$ cat src/rtl/cpu_ctrl_pkg.sv
// Shared definitions for the hardwired control sequencer: states, opcodes,
// IR field positions and opcode class helpers.
package cpu_ctrl_pkg;

  typedef enum logic [3:0] {
    RST,
    T0,
    T1,
    T2,
    T3,
    T4,
    T5,
    T6,
    HALTED
  } ctrl_state_t;

  localparam int OPC_MSB = 31;
  localparam int OPC_LSB = 27;
  localparam int RA_MSB  = 26;
  localparam int RA_LSB  = 23;
  localparam int RB_MSB  = 22;
  localparam int RB_LSB  = 19;
  localparam int RC_MSB  = 18;
  localparam int RC_LSB  = 15;

  localparam logic [4:0] OP_AND      = 5'b00000;
  localparam logic [4:0] OP_OR       = 5'b00001;
  localparam logic [4:0] OP_ADD      = 5'b00010;
  localparam logic [4:0] OP_SUB      = 5'b00011;
  localparam logic [4:0] OP_SHR      = 5'b00100;
  localparam logic [4:0] OP_SHRA     = 5'b00101;
  localparam logic [4:0] OP_SHL      = 5'b00110;
  localparam logic [4:0] OP_ROR      = 5'b00111;
  localparam logic [4:0] OP_ROL      = 5'b01000;
  localparam logic [4:0] OP_NEG      = 5'b01001;
  localparam logic [4:0] OP_NOT      = 5'b01010;
  localparam logic [4:0] OP_ALU_LAST = 5'b01011;
  localparam logic [4:0] OP_MUL      = 5'b01111;
  localparam logic [4:0] OP_DIV      = 5'b10000;
  localparam logic [4:0] OP_NOP      = 5'b11010;
  localparam logic [4:0] OP_HALT     = 5'b11011;

  function automatic logic is_alu(input logic [4:0] op);
    return op <= OP_ALU_LAST;
  endfunction

  function automatic logic is_muldiv(input logic [4:0] op);
    return (op == OP_MUL) || (op == OP_DIV);
  endfunction

endpackage

$ cat src/rtl/reg_onehot_dec.sv
// Turns a 4-bit register number into a 16-bit one-hot select, gated by en.
module reg_onehot_dec (
  input  logic [3:0]  sel,
  input  logic        en,
  output logic [15:0] onehot
);

  always_comb begin
    onehot = '0;
    if (en) onehot[sel] = 1'b1;
  end

endmodule

$ cat src/rtl/control_sequencer.sv
// Hardwired control unit: steps fetch T0-T2 and execute T3-T6 and emits
// the single-bus datapath strobes, counting retired instructions.
module control_sequencer
  import cpu_ctrl_pkg::*;
#(
  parameter int CNT_W = 16
) (
  input  logic             Clock,
  input  logic             Resetn,
  input  logic [31:0]      IR,
  input  logic             mem_ready,
  input  logic             Stop,
  input  logic             Start,
  output logic             PCout,
  output logic             Zlowout,
  output logic             Zhighout,
  output logic             MDRout,
  output logic             MARin,
  output logic             PCin,
  output logic             MDRin,
  output logic             IRin,
  output logic             Yin,
  output logic             Zin,
  output logic             HIin,
  output logic             LOin,
  output logic             IncPC,
  output logic             Read,
  output logic [15:0]      Rout,
  output logic [15:0]      Rin,
  output logic [4:0]       operation,
  output logic             Run,
  output logic             illegal,
  output logic [CNT_W-1:0] instr_count
);

  ctrl_state_t state;

  logic [4:0] opc;
  logic [3:0] ra, rb, rc;
  logic       op_alu, op_muldiv, op_exec, op_nop, op_halt;
  logic       unused_ir_bits;

  assign opc       = IR[OPC_MSB:OPC_LSB];
  assign ra        = IR[RA_MSB:RA_LSB];
  assign rb        = IR[RB_MSB:RB_LSB];
  assign rc        = IR[RC_MSB:RC_LSB];
  assign op_alu    = is_alu(opc);
  assign op_muldiv = is_muldiv(opc);
  assign op_exec   = op_alu || op_muldiv;
  assign op_nop    = (opc == OP_NOP);
  assign op_halt   = (opc == OP_HALT);
  assign unused_ir_bits = ^IR[RC_LSB-1:0];

  // Every path back to T0 samples Stop; HALT and Start bypass that check.
  always_ff @(posedge Clock or negedge Resetn) begin
    if (!Resetn) begin
      state       <= RST;
      instr_count <= '0;
    end else begin
      case (state)
        RST: state <= T0;
        T0:  state <= T1;
        T1:  if (mem_ready) state <= T2;
        T2:  state <= T3;
        T3: begin
          if (op_exec) begin
            state <= T4;
          end else begin
            instr_count <= instr_count + CNT_W'(1);
            if (op_halt) state <= HALTED;
            else         state <= Stop ? HALTED : T0;
          end
        end
        T4: state <= T5;
        T5: begin
          if (op_muldiv) begin
            state <= T6;
          end else begin
            instr_count <= instr_count + CNT_W'(1);
            state       <= Stop ? HALTED : T0;
          end
        end
        T6: begin
          instr_count <= instr_count + CNT_W'(1);
          state       <= Stop ? HALTED : T0;
        end
        HALTED:  if (Start) state <= T0;
        default: state <= RST;
      endcase
    end
  end

  logic [3:0] rout_sel;
  logic       rout_en;
  logic       rin_en;

  // PCin in T1 follows mem_ready so the PC is written only on the exit cycle.
  always_comb begin
    PCout     = 1'b0;
    Zlowout   = 1'b0;
    Zhighout  = 1'b0;
    MDRout    = 1'b0;
    MARin     = 1'b0;
    PCin      = 1'b0;
    MDRin     = 1'b0;
    IRin      = 1'b0;
    Yin       = 1'b0;
    Zin       = 1'b0;
    HIin      = 1'b0;
    LOin      = 1'b0;
    IncPC     = 1'b0;
    Read      = 1'b0;
    operation = 5'b0;
    Run       = 1'b0;
    illegal   = 1'b0;
    rout_sel  = rb;
    rout_en   = 1'b0;
    rin_en    = 1'b0;
    case (state)
      T0: begin
        Run   = 1'b1;
        PCout = 1'b1;
        MARin = 1'b1;
        IncPC = 1'b1;
        Zin   = 1'b1;
      end
      T1: begin
        Run     = 1'b1;
        Zlowout = 1'b1;
        Read    = 1'b1;
        MDRin   = 1'b1;
        PCin    = mem_ready;
      end
      T2: begin
        Run    = 1'b1;
        MDRout = 1'b1;
        IRin   = 1'b1;
      end
      T3: begin
        Run = 1'b1;
        if (op_exec) begin
          rout_en = 1'b1;
          Yin     = 1'b1;
        end else if (!op_nop && !op_halt) begin
          illegal = 1'b1;
        end
      end
      T4: begin
        Run       = 1'b1;
        rout_sel  = rc;
        rout_en   = 1'b1;
        Zin       = 1'b1;
        operation = opc;
      end
      T5: begin
        Run     = 1'b1;
        Zlowout = 1'b1;
        if (op_muldiv) LOin   = 1'b1;
        else           rin_en = 1'b1;
      end
      T6: begin
        Run      = 1'b1;
        Zhighout = 1'b1;
        HIin     = 1'b1;
      end
      default: ;
    endcase
  end

  reg_onehot_dec u_rout_dec (
    .sel    (rout_sel),
    .en     (rout_en),
    .onehot (Rout)
  );

  reg_onehot_dec u_rin_dec (
    .sel    (ra),
    .en     (rin_en),
    .onehot (Rin)
  );

endmodule

$ cat config.mk
export PLATFORM = sky130hd
export DESIGN_NAME = control_sequencer
export DESIGN_NICKNAME = d
export VERILOG_FILES = /design/src/rtl/cpu_ctrl_pkg.sv /design/src/rtl/reg_onehot_dec.sv /design/src/rtl/control_sequencer.sv
export SDC_FILE = /design/constraint.sdc
export NUM_CORES = 1
export LEC_CHECK = 0
export ABC_AREA = 0
export BUFFER_PORTS_ARGS = -buffer_cell sky130_fd_sc_hd__buf_2
export CORE_ASPECT_RATIO = 1.5
export CORE_MARGIN = 1
export CORE_UTILIZATION = 40
export CTS_CLUSTER_DIAMETER = 30
export CTS_CLUSTER_SIZE = 25
export DETAILED_ROUTE_END_ITERATION = 10
export PLACE_DENSITY = 0.78
export SLEW_MARGIN = 20
export SYNTH_ARGS = -nofsm -noshare
export SYNTH_HDL_FRONTEND = slang
export SYNTH_SLANG_ARGS = --single-unit
$ cat constraint.sdc
create_clock -name Clock -period 2.5 [get_ports Clock]
set_clock_uncertainty 0.1 [all_clocks]
set_input_delay 0.125 -clock Clock [delete_from_list [all_inputs] [get_ports Clock]]
set_output_delay 0.125 -clock Clock [all_outputs]
set_load 0.05 [all_outputs]
======== Word-level counts from Yosys, hierarchy flattened ========
Index checks and enable logic that the tools add are counted.
cells by class
  add/subtract/negate cells ............... 1
  order comparisons ....................... 5
  eq/ne operators ......................... 16
  muxes and demuxes ....................... 36
  reduce and logical (&&, ||, !) cells .... 14
operators by type and width
  operator                                             count
  2-to-1 mux 16 bit                                    4
  one-hot mux 16 bit (3 select lines)                  1
  one-hot mux 4 bit (9 select lines)                   1
  2-to-1 mux 4 bit                                     7
  2-to-1 mux 1 bit                                     19
  adder 16 x 1 -> 16 bit, second input constant        1
  equality test 4 x 3 -> 1 bit, second input constant  4
  equality test 5 bit, second input constant           3
  < comparator 4 x 5 -> 1 bit, second input constant   2
  demux 1 bit (select 4 bit)                           2
  equality test 4 x 2 -> 1 bit, second input constant  2
  >= comparator 4 x 1 -> 1 bit, second input constant  2
  inequality test 2 bit, second input constant         4
  OR reduction 7 bit                                   1
  equality test 5 x 4 -> 1 bit, second input constant  1
  <= comparator 5 x 4 -> 1 bit, second input constant  1
  2-to-1 mux 5 bit                                     1
  equality test 4 x 1 -> 1 bit, second input constant  1
  equality test 4 bit, second input constant           1
  zero test 4 bit                                      1
  OR reduction 2 bit                                   2
  logical AND 1 bit                                    3
  AND reduction 3 bit                                  1
  nonzero test 3 bit                                   1
  4 further kinds                                      6
word-level totals
  bits in registers ....................... 20
  word-level logic and storage cells ...... 74

======== Depth between registers and ports, before layout ========
Gate-level depths: netlist (run 1).
  word-level depth ........................ 7
  mapped depth ............................ 7

======== Cells and area by module ========
Synthesis (run 1) repeated with hierarchy kept, for this count alone.
unflattened totals
  cells, all modules ...................... 189
  area total of the unflattened synthesis .. 1595.3 µm²
modules (own cells, without submodules)
  module                       instances  cells an instance  area an instance (µm²)  sequential area each (µm²)
  control_sequencer            1          143                1357.6                  500.5
  reg_onehot_dec (u_rin_dec)   1          23                 120.1                   0.0
  reg_onehot_dec (u_rout_dec)  1          23                 117.6                   0.0

======== Least setup slack after synthesis (run 1) ========
OpenSTA, ideal clock, no wires.
  path type ............................... reg2out
  start point ............................. register state[0]
  end point ............................... output port PCin
  data arrival time ....................... 2478 ps
  data required time ...................... 2275 ps
  setup slack ............................. -203 ps
  stages on the path, launching flop included .. 5
  buffers on the path ..................... 1
  cell sequence ........................... dfrtp_1 -> buf_2 -> nand2b_1 -> nor3_1 -> and2_1
on the way
  cells in the longest elaborated chain, start to end .. 2
RTL lines
  item                          line                      source
  from (decl)                   control_sequencer.sv:36   ctrl_state_t state;
  from (signal assigned)        control_sequencer.sv:71   else state <= Stop ? HALTED : T0;
  from (signal assigned)        control_sequencer.sv:80   state <= Stop ? HALTED : T0;
  from (signal assigned)        control_sequencer.sv:85   state <= Stop ? HALTED : T0;
  equality test 4 x 2 -> 1 bit  control_sequencer.sv:119  case (state)
  2-to-1 mux 1 bit              control_sequencer.sv:119
  to (decl)                     control_sequencer.sv:19   output logic PCin,
No other way between the ends.

======== Worst setup path after layout (run 1) ========
  start point ............................. register state[3]
  end point ............................... output port Rin[4]
on the way
  cells in the longest elaborated chain, start to end .. 3
RTL lines
  item                          line                      source
  equality test 4 x 3 -> 1 bit  control_sequencer.sv:119
  2-to-1 mux 1 bit              control_sequencer.sv:119
  2-to-1 mux 16 bit             reg_onehot_dec.sv:10      if (en) onehot[sel] = 1'b1;
  to (decl)                     control_sequencer.sv:29   output logic [15:0] Rin,
No other way between the ends.

==> impl_metrics.prom, run 1 <==
# TYPE chip_impl_metric gauge
chip_impl_metric{name="post-route-drc-count",unit=""} 0
chip_impl_metric{name="cap_viol_max_count",unit=""} 0
chip_impl_metric{name="number_of_cts_inserted_buffers",unit=""} 3
chip_impl_metric{name="finalWeightedCongestion",unit=""} 0.776
chip_impl_metric{name="clock.fmax",unit="MHz"} 425
chip_impl_metric{name="power.static_leakage",unit="nW"} 1.06
chip_impl_metric{name="power_density",unit="nW/µm²"} 1250
chip_impl_info{name="r2r_end",value="instr_count[15]$_DFFE_PN0P_"} 1
chip_impl_metric{name="power_frac_clock",unit="%"} 11.3
chip_impl_metric{name="dp.cells",unit=""} 338
chip_impl_metric{name="cp.arrival",unit="ns"} 2.13
chip_impl_metric{name="ys_types",unit=""} 51
chip_impl_info{name="hold_path.startpoint",value="Stop"} 1
chip_impl_metric{name="timing.reg2reg.setup_slack",unit="ns"} 0.42
chip_impl_metric{name="io_buffers",unit=""} 90
chip_impl_info{name="setup.worst_path.start_class",value="register"} 1
chip_impl_metric{name="drv_slew",unit=""} 0
chip_impl_metric{name="area.growth.synth_to_final",unit="%"} 32.1
chip_impl_metric{name="clk_path_buf_depth",unit=""} 2
chip_impl_metric{name="rows",unit=""} 28
chip_impl_metric{name="clk_pin_slew",unit="ns"} 0.07
chip_impl_metric{name="drt_pass1_iterations",unit=""} 4
chip_impl_info{name="worstHoldPathType",value="primary input to register"} 1
chip_impl_metric{name="finalWorstSetupSlack",unit="ns"} 0.146
chip_impl_info{name="reg2reg_from",value="state[0]$_DFFE_PN0P_"} 1
chip_impl_info{name="rsz0062_at_grt",value="no"} 1
chip_impl_metric{name="syn_area",unit="µm²"} 1680
chip_impl_metric{name="grt_pass1_vias",unit=""} 1610
chip_impl_metric{name="multi_input_comb_area",unit="µm²"} 1080
chip_impl_metric{name="finalCriticalPeriod",unit="ns"} 2.35
chip_impl_metric{name="intPower",unit="mW"} 1.16
chip_impl_metric{name="n_diodes",unit=""} 0
chip_impl_metric{name="timing.critical_path.fanout_max",unit=""} 14
chip_impl_metric{name="vias",unit=""} 1787
chip_impl_metric{name="timing.final.setup_violations",unit=""} 0
chip_impl_info{name="end_kind",value="output port"} 1
chip_impl_metric{name="layout_cells_sized_above_1",unit="%"} 38.9
chip_impl_metric{name="worst_skew_pair.late_latency",unit="ns"} 0.26
chip_impl_metric{name="initial_antenna_violation_count",unit=""} 0
chip_impl_metric{name="tightest_slew",unit="ns"} 0.494
chip_impl_metric{name="core_area",unit="µm²"} 3990
chip_impl_metric{name="post_layout_total_power",unit="mW"} 2.79
chip_impl_metric{name="drt_wl_total",unit="mm"} 4.35
chip_impl_metric{name="post_drt_via_cell_ratio",unit=""} 5.21
chip_impl_metric{name="grt_max_degree",unit=""} 21
chip_impl_metric{name="post-route-period-util",unit="%"} 94.1
chip_impl_metric{name="post_layout_instance_count_excluding_filler_cells",unit=""} 343
chip_impl_metric{name="netlist_instances",unit=""} 214
chip_impl_metric{name="mean_post_synth_cell_area",unit="µm²"} 7.87
chip_impl_metric{name="worst_voltage_drop_across_the_vdd_grid",unit="V"} 0.000959
chip_impl_metric{name="timing.critical_path.required",unit="ns"} 2.28
chip_impl_info{name="clock_tree_from_tritoncts",value="built"} 1
chip_impl_metric{name="htree_levels",unit=""} 1
chip_impl_metric{name="num-fill-cells",unit=""} 378
chip_impl_info{name="synth.top_cells.by_area",value="sky130_fd_sc_hd__dfrtp_1 (30%), sky130_fd_sc_hd__nor2_1 (11%), sky130_fd_sc_hd__xor2_1 (7.3%)"} 1
chip_impl_metric{name="grt_remaining_overflow",unit=""} 0
chip_impl_metric{name="die_area",unit="µm²"} 4480
chip_impl_metric{name="yosys_warnings",unit=""} 0
chip_impl_metric{name="post_synthesis_net_count",unit=""} 252
chip_impl_metric{name="power.combinational.fraction",unit="%"} 67.0
chip_impl_metric{name="final_net_count",unit=""} 337
chip_impl_info{name="setup.worst_path.class",value="register to output port"} 1
chip_impl_info{name="clockRootBuffer",value="sky130_fd_sc_hd__clkbuf_8"} 1
chip_impl_metric{name="grt_util_all_layers",unit="%"} 19.0
chip_impl_metric{name="place_hpwl",unit="mm"} 3.40
chip_impl_metric{name="power.share.switching",unit="%"} 58.4
chip_impl_metric{name="io_pins",unit=""} 106
chip_impl_info{name="holdPathEnd",value="state[3]$_DFFE_PN0P_"} 1
chip_impl_metric{name="first_iter_violations",unit=""} 31
chip_impl_metric{name="r2r_cells",unit=""} 6
chip_impl_metric{name="die_width",unit="µm"} 55.0
chip_impl_metric{name="worst_hold_path.num_cells",unit=""} 2
chip_impl_metric{name="post-synth-top-area-fraction",unit="%"} 29.7
chip_impl_metric{name="synth.ff_latch_count",unit=""} 20
chip_impl_metric{name="setup_tns",unit="ns"} 0
chip_impl_info{name="synth.largest_area_cell",value="sky130_fd_sc_hd__dfrtp_1"} 1
chip_impl_metric{name="numClockSinks",unit=""} 20
chip_impl_metric{name="register_area",unit="µm²"} 500
chip_impl_metric{name="seqPwrFrac",unit="%"} 21.7
chip_impl_metric{name="slew_headroom",unit="%"} 67.0
chip_impl_metric{name="switchingPower",unit="mW"} 1.63
chip_impl_metric{name="setup_bufs_post_cts",unit=""} 0
chip_impl_metric{name="grt_pass1_wl",unit="mm"} 6.44
chip_impl_metric{name="fp.dieH",unit="µm"} 81.5
chip_impl_metric{name="pre_cts_slack",unit="ns"} 0.360
chip_impl_metric{name="synth_sequential_area_ratio",unit="%"} 29.7
chip_impl_metric{name="post_detailed_route_wirelength_per_cell",unit="µm"} 12.7
chip_impl_info{name="status",value="completed"} 1
chip_impl_metric{name="timing_hold_violations_final",unit=""} 0
chip_impl_metric{name="finish.utilization",unit="%"} 55.7
chip_impl_metric{name="route.antenna.remaining_nets",unit=""} 0
chip_impl_metric{name="initial_utilization",unit="%"} 42.2
[synthesized netlist by cell type (all sizes together)]
library cell	number
a21boi	1
a21o	1
a21oi	4
a221oi	2
a22o	1
a22oi	1
a31oi	4
a32o	1
and2	7
and2b	1
and3	3
and4bb	1
buf	14
clkbuf	2
dfrtp	20
ha	1
inv	5
mux2	1
mux2i	1
nand2	19
nand2b	11
nand3	5
nand3b	2
nand4	1
nor2	48
nor3	16
nor3b	4
nor4	5
nor4b	1
nor4bb	1
o21ai	1
o21bai	1
o221a	2
o22a	1
o22ai	4
o31a	1
o31ai	1
o32a	1
or2	1
or3	1
xnor2	2
xor2	14
[final cells by class]
cell class	instances	area share, %
Multi-Input combinational cell	173	48.5
Sequential cell	20	22.5
Timing Repair Buffer	96	22.4
Tap cell	45	2.53
Clock buffer	3	1.86
Clock inverter	1	1.35
Inverter	5	0.844
[timing repair]
action | CTS | global route
hold buffers | 1 | 0
resized for setup | 0 | 2
endpoints found under the setup margin | 0 | 16
hold endpoints to repair | 20 | 0
[power by group through the flow]
| stage | clock (mW) | combinational, mW | sequential [mW] |
|---|---|---|---|
| floorplan | 0 | 1.16 | 0.942 |
| global placement | 0 | 1.83 | 0.597 |
| detailed placement | 0 | 1.85 | 0.606 |
| CTS | 0.318 | 1.86 | 0.603 |
| global route | 0.338 | 2.00 | 0.626 |
| finish | 0.315 | 1.87 | 0.607 |
[cells by family (layout without fill, tap and decap cells)]
group	after synthesis	count (layout)	synth area share, %
buffers and inverters	21	105	8.25
DFF	20	20	29.7
xor gates and xnor gates	16	16	8.32
adders and majority gates	1	1	0.743
and+or+nand+nor	127	127	38.1
AOI/OAI and AO/OA	27	27	13.6
muxes	2	2	1.26
[flip-flops by register name, summed over array words and instances (netlist names)]
signal / cells
instr_count: 16
state: 4
[layer usage]
| metal | track usage [%] | part of all wire, % | up-vias |
|---|---|---|---|
| met5 | 0 | 0 | - |
| li1 | - | - | 901 |
| met4 | 6.75 | 0.92 | 0 |
| met3 | 2.41 | 5.2 | 6 |
| met2 | 36.5 | 55 | 66 |
| met1 | 19.7 | 39 | 814 |
[critical path, cell delays in order (launching register included)]
cell and delay (ns):
sky130_fd_sc_hd__dfrtp_1 0.41, sky130_fd_sc_hd__buf_4 0.19, sky130_fd_sc_hd__nand2b_1 0.24, sky130_fd_sc_hd__nor4b_1 0.41, sky130_fd_sc_hd__nand2_1 0.20, sky130_fd_sc_hd__nor3_2 0.13
sky130_fd_sc_hd__buf_2 0.28
[stage by stage]
step,hold slack (ns),instance area (µm²)
6_report,0.0722,2220
5_1_grt,0.0726,2220
4_1_cts,0.0747,2210
3_5_place_dp,-0.00503,2130
3_3_place_gp,-0.0119,2130
2_1_floorplan,-0.271,1700
[worst max path at each step]
stage | startpoint | to | slack, ns | cells after the start
floorplan | state[0]$_DFFE_PN0P_ | Rin[8] | 0.04 | 5
global placement | state[1]$_DFFE_PN0P_ | Rout[11] | 0.41 | 6
detailed placement | state[1]$_DFFE_PN0P_ | Rout[13] | 0.36 | 6
CTS | state[1]$_DFFE_PN0P_ | Rout[13] | 0.08 | 6
global route | state[1]$_DFFE_PN0P_ | Rout[12] | 0.01 | 6
finish | state[3]$_DFFE_PN0P_ | Rin[4] | 0.15 | 6
[cell usage in the layout (no fill, tap or decap), types with 3 or more instances in the layout]
cell,count
sky130_fd_sc_hd__buf_2,90
sky130_fd_sc_hd__xor2_1,14
sky130_fd_sc_hd__o22ai_1,4
sky130_fd_sc_hd__clkbuf_8,3
sky130_fd_sc_hd__a21oi_1,3
sky130_fd_sc_hd__nand3_1,5
sky130_fd_sc_hd__dfrtp_1,20
sky130_fd_sc_hd__buf_4,5
sky130_fd_sc_hd__and3_1,3
sky130_fd_sc_hd__nor3b_1,4
sky130_fd_sc_hd__inv_1,5
sky130_fd_sc_hd__nor3_2,6
sky130_fd_sc_hd__nand2b_1,11
sky130_fd_sc_hd__nand2_1,19
sky130_fd_sc_hd__nor2_1,48
sky130_fd_sc_hd__a31oi_1,4
sky130_fd_sc_hd__nor3_1,10
sky130_fd_sc_hd__and2_1,5
sky130_fd_sc_hd__nor4_1,4
Note: power is estimated with default switching activity, not from simulation.
==> inputs of run 2 (changes only) <==
CORE_UTILIZATION = 43   (was 40)
PLACE_DENSITY = 0.83   (was 0.78)
==> impl_metrics.prom, run 2 (synthesis results as in run 1) <==
# TYPE chip_impl_metric gauge
chip_impl_info{name="status",value="completed"} 1
chip_impl_info{name="rsz0062_at_grt",value="no"} 1
chip_impl_metric{name="timing_hold_violations_final",unit=""} 0
chip_impl_metric{name="cp.arrival",unit="ns"} 2.11
chip_impl_metric{name="post_drt_via_cell_ratio",unit=""} 5.33
chip_impl_metric{name="htree_levels",unit=""} 1
chip_impl_metric{name="io_buffers",unit=""} 90
chip_impl_metric{name="post_detailed_route_wirelength_per_cell",unit="µm"} 12.5
chip_impl_metric{name="timing.critical_path.required",unit="ns"} 2.28
chip_impl_info{name="most-common-layout-cells",value="sky130_fd_sc_hd__buf_2 (89), sky130_fd_sc_hd__nor2_1 (48), sky130_fd_sc_hd__dfrtp_1 (20)"} 1
chip_impl_metric{name="flip_flop_count_of_the_largest_register_after_layout",unit=""} 16
chip_impl_info{name="worstHoldPathType",value="primary input to register"} 1
chip_impl_metric{name="cap_viol_max_count",unit=""} 0
chip_impl_metric{name="numClockSinks",unit=""} 20
chip_impl_metric{name="fp.dieH",unit="µm"} 78.6
chip_impl_metric{name="initial_antenna_violation_count",unit=""} 0
chip_impl_metric{name="seqPwrFrac",unit="%"} 22.3
chip_impl_metric{name="finalCriticalPeriod",unit="ns"} 2.34
chip_impl_metric{name="power_density",unit="nW/µm²"} 1230
chip_impl_metric{name="crit_path_max_incr_delay",unit="ns"} 0.49
chip_impl_metric{name="n_diodes",unit=""} 0
chip_impl_metric{name="initial_utilization",unit="%"} 45.3
chip_impl_metric{name="clk_path_buf_depth",unit=""} 2
chip_impl_metric{name="num-fill-cells",unit=""} 387
chip_impl_metric{name="area.growth.synth_to_final",unit="%"} 31.0
chip_impl_info{name="critical_path.cell_chain",value="nor4bb_2, buf_4, nor3_1, a31oi_1, nor2_1, buf_2"} 1
chip_impl_metric{name="final_net_count",unit=""} 337
chip_impl_info{name="end_kind",value="output port"} 1
chip_impl_metric{name="clk_pin_slew",unit="ns"} 0.07
chip_impl_metric{name="power.static_leakage",unit="nW"} 1.05
chip_impl_info{name="registers.top_by_ff_count",value="instr_count"} 1
chip_impl_metric{name="drv_slew",unit=""} 0
chip_impl_metric{name="core_area",unit="µm²"} 3720
chip_impl_metric{name="finalWeightedCongestion",unit=""} 0.820
chip_impl_info{name="hold_path.startpoint",value="Stop"} 1
chip_impl_metric{name="io_pins",unit=""} 106
chip_impl_metric{name="power.combinational.fraction",unit="%"} 68.7
chip_impl_metric{name="register_area",unit="µm²"} 500
chip_impl_metric{name="grt_pass1_vias",unit=""} 1624
chip_impl_metric{name="drt_wl_total",unit="mm"} 4.27
chip_impl_metric{name="dp.cells",unit=""} 336
chip_impl_info{name="largest_registers",value="instr_count: 16 flops, state: 4 flops"} 1
chip_impl_info{name="clockRootBuffer",value="sky130_fd_sc_hd__clkbuf_8"} 1
chip_impl_info{name="setup.worst_path.start_class",value="register"} 1
chip_impl_metric{name="timing.critical_path.fanout_max",unit=""} 13
chip_impl_metric{name="power.share.switching",unit="%"} 60.2
chip_impl_metric{name="die_width",unit="µm"} 53.1
chip_impl_metric{name="drt_pass1_iterations",unit=""} 4
chip_impl_metric{name="place_hpwl",unit="mm"} 3.39
chip_impl_metric{name="rows",unit=""} 27
chip_impl_metric{name="route.antenna.remaining_nets",unit=""} 0
chip_impl_info{name="setup.worst_path.class",value="register to output port"} 1
chip_impl_metric{name="clock.fmax",unit="MHz"} 428
chip_impl_metric{name="power_frac_clock",unit="%"} 9.0
chip_impl_metric{name="finalHoldWorstSlack",unit="ns"} 0.0878
chip_impl_info{name="critPathSlowestCell",value="sky130_fd_sc_hd__nor4bb_2"} 1
chip_impl_metric{name="switchingPower",unit="mW"} 1.63
chip_impl_metric{name="worst_voltage_drop_across_the_vdd_grid",unit="V"} 0.00101
chip_impl_metric{name="multi_input_comb_area",unit="µm²"} 1080
chip_impl_metric{name="die_area",unit="µm²"} 4180
chip_impl_info{name="final_common_cell",value="sky130_fd_sc_hd__buf_2"} 1
chip_impl_info{name="worstSetupStartpoint",value="state[3]$_DFFE_PN0P_"} 1
chip_impl_metric{name="timing.final.setup_violations",unit=""} 0
chip_impl_metric{name="layout_cells_sized_above_1",unit="%"} 39.3
chip_impl_metric{name="intPower",unit="mW"} 1.08
chip_impl_metric{name="grt_util_all_layers",unit="%"} 20.6
chip_impl_metric{name="worst_skew_pair.late_latency",unit="ns"} 0.26
chip_impl_metric{name="grt_pass1_wl",unit="mm"} 6.65
chip_impl_info{name="reg2reg_from",value="state[0]$_DFFE_PN0P_"} 1
chip_impl_metric{name="post-route-drc-count",unit=""} 0
chip_impl_metric{name="slew_headroom",unit="%"} 66.9
chip_impl_metric{name="post_layout_instance_count_excluding_filler_cells",unit=""} 341
chip_impl_metric{name="vias",unit=""} 1817
chip_impl_metric{name="grt_max_degree",unit=""} 21
chip_impl_metric{name="post-route-period-util",unit="%"} 93.5
chip_impl_metric{name="number_of_cts_inserted_buffers",unit=""} 3
chip_impl_info{name="clock_tree_from_tritoncts",value="built"} 1
chip_impl_metric{name="tightest_slew",unit="ns"} 0.489
chip_impl_metric{name="first_iter_violations",unit=""} 42
chip_impl_metric{name="setup_tns",unit="ns"} 0
chip_impl_metric{name="grt_remaining_overflow",unit=""} 0
[run 2: routing by layer]
| metal | GRT usage, % | routed length [µm] | part of all wire (%) |
|---|---|---|---|
| met5 | 0 | 0 | 0 |
| met2 | 39.9 | 2320 | 54 |
| met3 | 2.71 | 272 | 6.4 |
| met4 | 7.63 | 61 | 1.4 |
| met1 | 21.1 | 1610 | 38 |
[run 2: repair_timing]
action,CTS,global route
endpoints found under the hold margin,20,0
setup buffers,0,0
gates resized for setup,0,3
setup endpoints to repair,0,5
hold buffers,1,0
[run 2: final cells by class]
cell class	count	area share [%]
clock buffer	4	2.50
inverter	5	0.851
multi-input combinational	173	48.8
sequential	20	22.7
tap	43	2.44
timing repair buffer	96	22.7
[run 2: metrics by stage]
stage / setup WS, ns / utilization [%] / total power [mW] / cell area, µm²
floorplan: 0.0399 / - / 2.10 / 1700
CTS: 0.142 / 59.0 / 2.71 / 2190
global route: 0.000771 / 59.4 / 2.86 / 2210
detailed placement: 0.434 / 57.2 / 2.46 / 2130
global placement: 0.486 / 57.2 / 2.42 / 2130
finish: 0.162 / 59.4 / 2.71 / 2210
[run 2: power groups by stage]
stage	clock network [mW]	logic, mW	registers [mW]
after floorplan	0	1.16	0.942
after CTS	0.249	1.86	0.600
final	0.244	1.87	0.605
after global routing	0.262	1.98	0.616
after detailed placement	0	1.85	0.605
after global placement	0	1.82	0.596
[run 2: worst paths after layout]
check | depth (start not counted) | slack, ns | end
worst max-delay path | 6 | 0.16 | Rout[3]
worst min-delay path | 2 | 0.09 | state[3]$_DFFE_PN0P_
worst max register to register | 6 | 0.49 | instr_count[15]$_DFFE_PN0P_
worst min register to register | 1 | 0.37 | instr_count[15]$_DFFE_PN0P_
max in group asynchronous | 2 | 1.79 | instr_count[4]$_DFFE_PN0P_
min in group asynchronous | 2 | 0.22 | instr_count[15]$_DFFE_PN0P_
[run 2: critical path, delay by kind of cell, from the launching register on]
family                 cells  cell delay (ns)
AO/OA/AOI/OAI              1             0.34
buffers and inverters      2             0.48
flip-flops                 1             0.41
AND/OR/NAND/NOR            3             0.61
==> inputs of run 3 (changes only) <==
CORE_UTILIZATION = 45   (was 43)
PLACE_DENSITY = 0.86   (was 0.83)
clock period = 2.9 ns   (was 2.5 ns; I/O delays follow)
==> impl_metrics.prom, run 3 (synthesis results as in run 1) <==
# TYPE chip_impl_metric gauge
chip_impl_metric{name="final_net_count",unit=""} 334
chip_impl_info{name="registers.top_by_ff_count",value="instr_count"} 1
chip_impl_metric{name="initial_utilization",unit="%"} 48.4
chip_impl_info{name="setup.worst_path.class",value="register to output port"} 1
chip_impl_metric{name="htree_levels",unit=""} 1
chip_impl_metric{name="clk_pin_slew",unit="ns"} 0.07
chip_impl_info{name="clockRootBuffer",value="sky130_fd_sc_hd__clkbuf_8"} 1
chip_impl_info{name="rsz0062_at_grt",value="no"} 1
chip_impl_metric{name="drv_slew",unit=""} 0
chip_impl_metric{name="place_hpwl",unit="mm"} 3.37
chip_impl_metric{name="drt_wl_total",unit="mm"} 4.23
chip_impl_info{name="critical_path.cell_chain",value="nor4bb_2, buf_4, nor3_1, a31oi_1, nor2_1, buf_2"} 1
chip_impl_metric{name="grt_util_all_layers",unit="%"} 22.2
chip_impl_metric{name="first_iter_violations",unit=""} 30
chip_impl_metric{name="grt_pass1_wl",unit="mm"} 7.03
chip_impl_metric{name="power.share.switching",unit="%"} 58.8
chip_impl_metric{name="post_layout_total_power",unit="mW"} 2.35
chip_impl_info{name="r2r_end",value="instr_count[13]$_DFFE_PN0P_"} 1
chip_impl_metric{name="cp.arrival",unit="ns"} 2.34
chip_impl_metric{name="switchingPower",unit="mW"} 1.38
chip_impl_metric{name="tightest_slew",unit="ns"} 0.548
chip_impl_metric{name="core_area",unit="µm²"} 3480
chip_impl_metric{name="power_frac_clock",unit="%"} 11.7
chip_impl_metric{name="n_diodes",unit=""} 0
chip_impl_metric{name="die_area",unit="µm²"} 4000
chip_impl_info{name="reg2reg_from",value="state[0]$_DFFE_PN0P_"} 1
chip_impl_metric{name="vias",unit=""} 1799
chip_impl_info{name="endpoint",value="Rout[1]"} 1
chip_impl_metric{name="cts.hold.buffers_added",unit=""} 1
chip_impl_info{name="largest_registers",value="instr_count: 16 flops, state: 4 flops"} 1
chip_impl_info{name="critPathSlowestCell",value="sky130_fd_sc_hd__dfrtp_1"} 1
chip_impl_metric{name="grt_remaining_overflow",unit=""} 0
chip_impl_metric{name="die_width",unit="µm"} 52.0
chip_impl_metric{name="area.growth.synth_to_final",unit="%"} 28.8
chip_impl_metric{name="worst_voltage_drop_across_the_vdd_grid",unit="V"} 0.000864
chip_impl_info{name="end_kind",value="output port"} 1
chip_impl_metric{name="worstPathBufferInverterCount",unit=""} 2
chip_impl_metric{name="io_buffers",unit=""} 90
chip_impl_metric{name="timing.final.setup_violations",unit=""} 0
chip_impl_metric{name="numClockSinks",unit=""} 20
chip_impl_metric{name="initial_antenna_violation_count",unit=""} 0
chip_impl_metric{name="grt_pass1_vias",unit=""} 1653
chip_impl_info{name="worstSetupStartpoint",value="state[0]$_DFFE_PN0P_"} 1
chip_impl_info{name="cpLargestDelayFamily",value="simple AND/OR/NAND/NOR gates"} 1
chip_impl_metric{name="power_density",unit="nW/µm²"} 1080
chip_impl_metric{name="post_detailed_route_wirelength_per_cell",unit="µm"} 12.6
chip_impl_info{name="hold_path.startpoint",value="Stop"} 1
chip_impl_info{name="final_common_cell",value="sky130_fd_sc_hd__buf_2"} 1
chip_impl_metric{name="rows",unit=""} 26
chip_impl_metric{name="cap_viol_max_count",unit=""} 0
chip_impl_info{name="clock_tree_from_tritoncts",value="built"} 1
chip_impl_metric{name="timing.critical_path.required",unit="ns"} 2.65
chip_impl_metric{name="seqPwrFrac",unit="%"} 24.0
chip_impl_metric{name="crit_cells",unit=""} 6
chip_impl_metric{name="drt_pass1_iterations",unit=""} 5
chip_impl_metric{name="clock.fmax",unit="MHz"} 386
chip_impl_info{name="most-common-layout-cells",value="sky130_fd_sc_hd__buf_2 (90), sky130_fd_sc_hd__nor2_1 (48), sky130_fd_sc_hd__dfrtp_1 (20)"} 1
chip_impl_metric{name="post-route-period-util",unit="%"} 89.2
chip_impl_metric{name="setup_tns",unit="ns"} 0
chip_impl_metric{name="clk_path_buf_depth",unit=""} 2
chip_impl_metric{name="setup_bufs_post_cts",unit=""} 0
chip_impl_metric{name="fp.dieH",unit="µm"} 76.9
chip_impl_metric{name="layout_cells_sized_above_1",unit="%"} 36.9
chip_impl_metric{name="finalCriticalPeriod",unit="ns"} 2.59
chip_impl_metric{name="intPower",unit="mW"} 0.967
chip_impl_metric{name="route.antenna.remaining_nets",unit=""} 0
chip_impl_metric{name="power.static_leakage",unit="nW"} 1.03
chip_impl_metric{name="cts_resized",unit=""} 0
chip_impl_metric{name="post-route-drc-count",unit=""} 0
chip_impl_metric{name="post_drt_via_cell_ratio",unit=""} 5.34
chip_impl_metric{name="r2r_cells",unit=""} 5
chip_impl_metric{name="timing_hold_violations_final",unit=""} 0
chip_impl_metric{name="timing.critical_path.fanout_max",unit=""} 13
chip_impl_info{name="worstHoldPathType",value="primary input to register"} 1
chip_impl_metric{name="crit_path_max_incr_delay",unit="ns"} 0.58
chip_impl_info{name="status",value="completed"} 1
chip_impl_metric{name="timing.reg2reg.setup_slack",unit="ns"} 0.80
chip_impl_info{name="setup.worst_path.start_class",value="register"} 1
chip_impl_metric{name="io_pins",unit=""} 106
chip_impl_metric{name="power.combinational.fraction",unit="%"} 64.2
chip_impl_metric{name="slew_headroom",unit="%"} 62.9
chip_impl_metric{name="grt_max_degree",unit=""} 21
chip_impl_metric{name="number_of_cts_inserted_buffers",unit=""} 3
chip_impl_metric{name="worst_skew_pair.late_latency",unit="ns"} 0.26
chip_impl_metric{name="finalWeightedCongestion",unit=""} 0.749
chip_impl_metric{name="flip_flop_count_of_the_largest_register_after_layout",unit=""} 16
run 3: changes by cell type in the layout (fill, tap and decap cells not counted):
cell	delta
sky130_fd_sc_hd__nor3_1	+3
sky130_fd_sc_hd__nor4b_1	+1
sky130_fd_sc_hd__bufinv_16	+1
sky130_fd_sc_hd__buf_2	+1
sky130_fd_sc_hd__clkbuf_8	-1
sky130_fd_sc_hd__clkbuf_4	-1
sky130_fd_sc_hd__nor4b_2	-1
sky130_fd_sc_hd__buf_4	-3
sky130_fd_sc_hd__nor3b_2	-1
sky130_fd_sc_hd__nor3b_1	+1
sky130_fd_sc_hd__nor3_2	-3
run 3: power by group through the flow:
| stage | combinational [mW] | sequential [mW] | clock (mW) |
|---|---|---|---|
| floorplan | 0.994 | 0.812 | 0 |
| global placement | 1.49 | 0.559 | 0 |
| detailed placement | 1.51 | 0.564 | 0 |
| CTS | 1.52 | 0.561 | 0.281 |
| global route | 1.61 | 0.586 | 0.291 |
| finish | 1.51 | 0.565 | 0.276 |
run 3: area by class of cell:
cell class / instances / area [µm²]
Clock buffer: 3 / 41.3
Clock inverter: 1 / 30.0
Fill cell: 337 / 1310
Inverter: 5 / 18.8
Multi-Input combinational cell: 173 / 1050
Sequential cell: 20 / 500
Tap cell: 42 / 52.6
Timing Repair Buffer: 93 / 475
run 3: worst min path at each step:
stage / end / depth (start not counted)
after floorplan: instr_count[0]$_DFFE_PN0P_ / 0
after global placement: instr_count[15]$_DFFE_PN0P_ / 1
after detailed placement: instr_count[3]$_DFFE_PN0P_ / 1
after CTS: state[3]$_DFFE_PN0P_ / 2
after global routing: state[3]$_DFFE_PN0P_ / 2
final: state[3]$_DFFE_PN0P_ / 2
run 3: per-stage QoR:
stage	hold WS [ns]	setup WS [ns]	area [µm²]	utilization, %	std cells
global placement	0.00532	0.621	2090	60.0	332
floorplan	-0.251	0.177	1680	-	214
global route	0.118	0.121	2170	62.3	337
detailed placement	0.0100	0.602	2090	60.0	332
finish	0.0897	0.312	2170	62.3	337
CTS	0.0887	0.309	2170	62.3	337
run 3: routing by layer:
metal	vias to the layer above	track usage (%)	part of all wire (%)
met4	0	6.22	1.1
met5	-	0	0
met1	836	23.1	38
met2	62	42.8	55
met3	6	3.37	6.3
li1	895	-	-
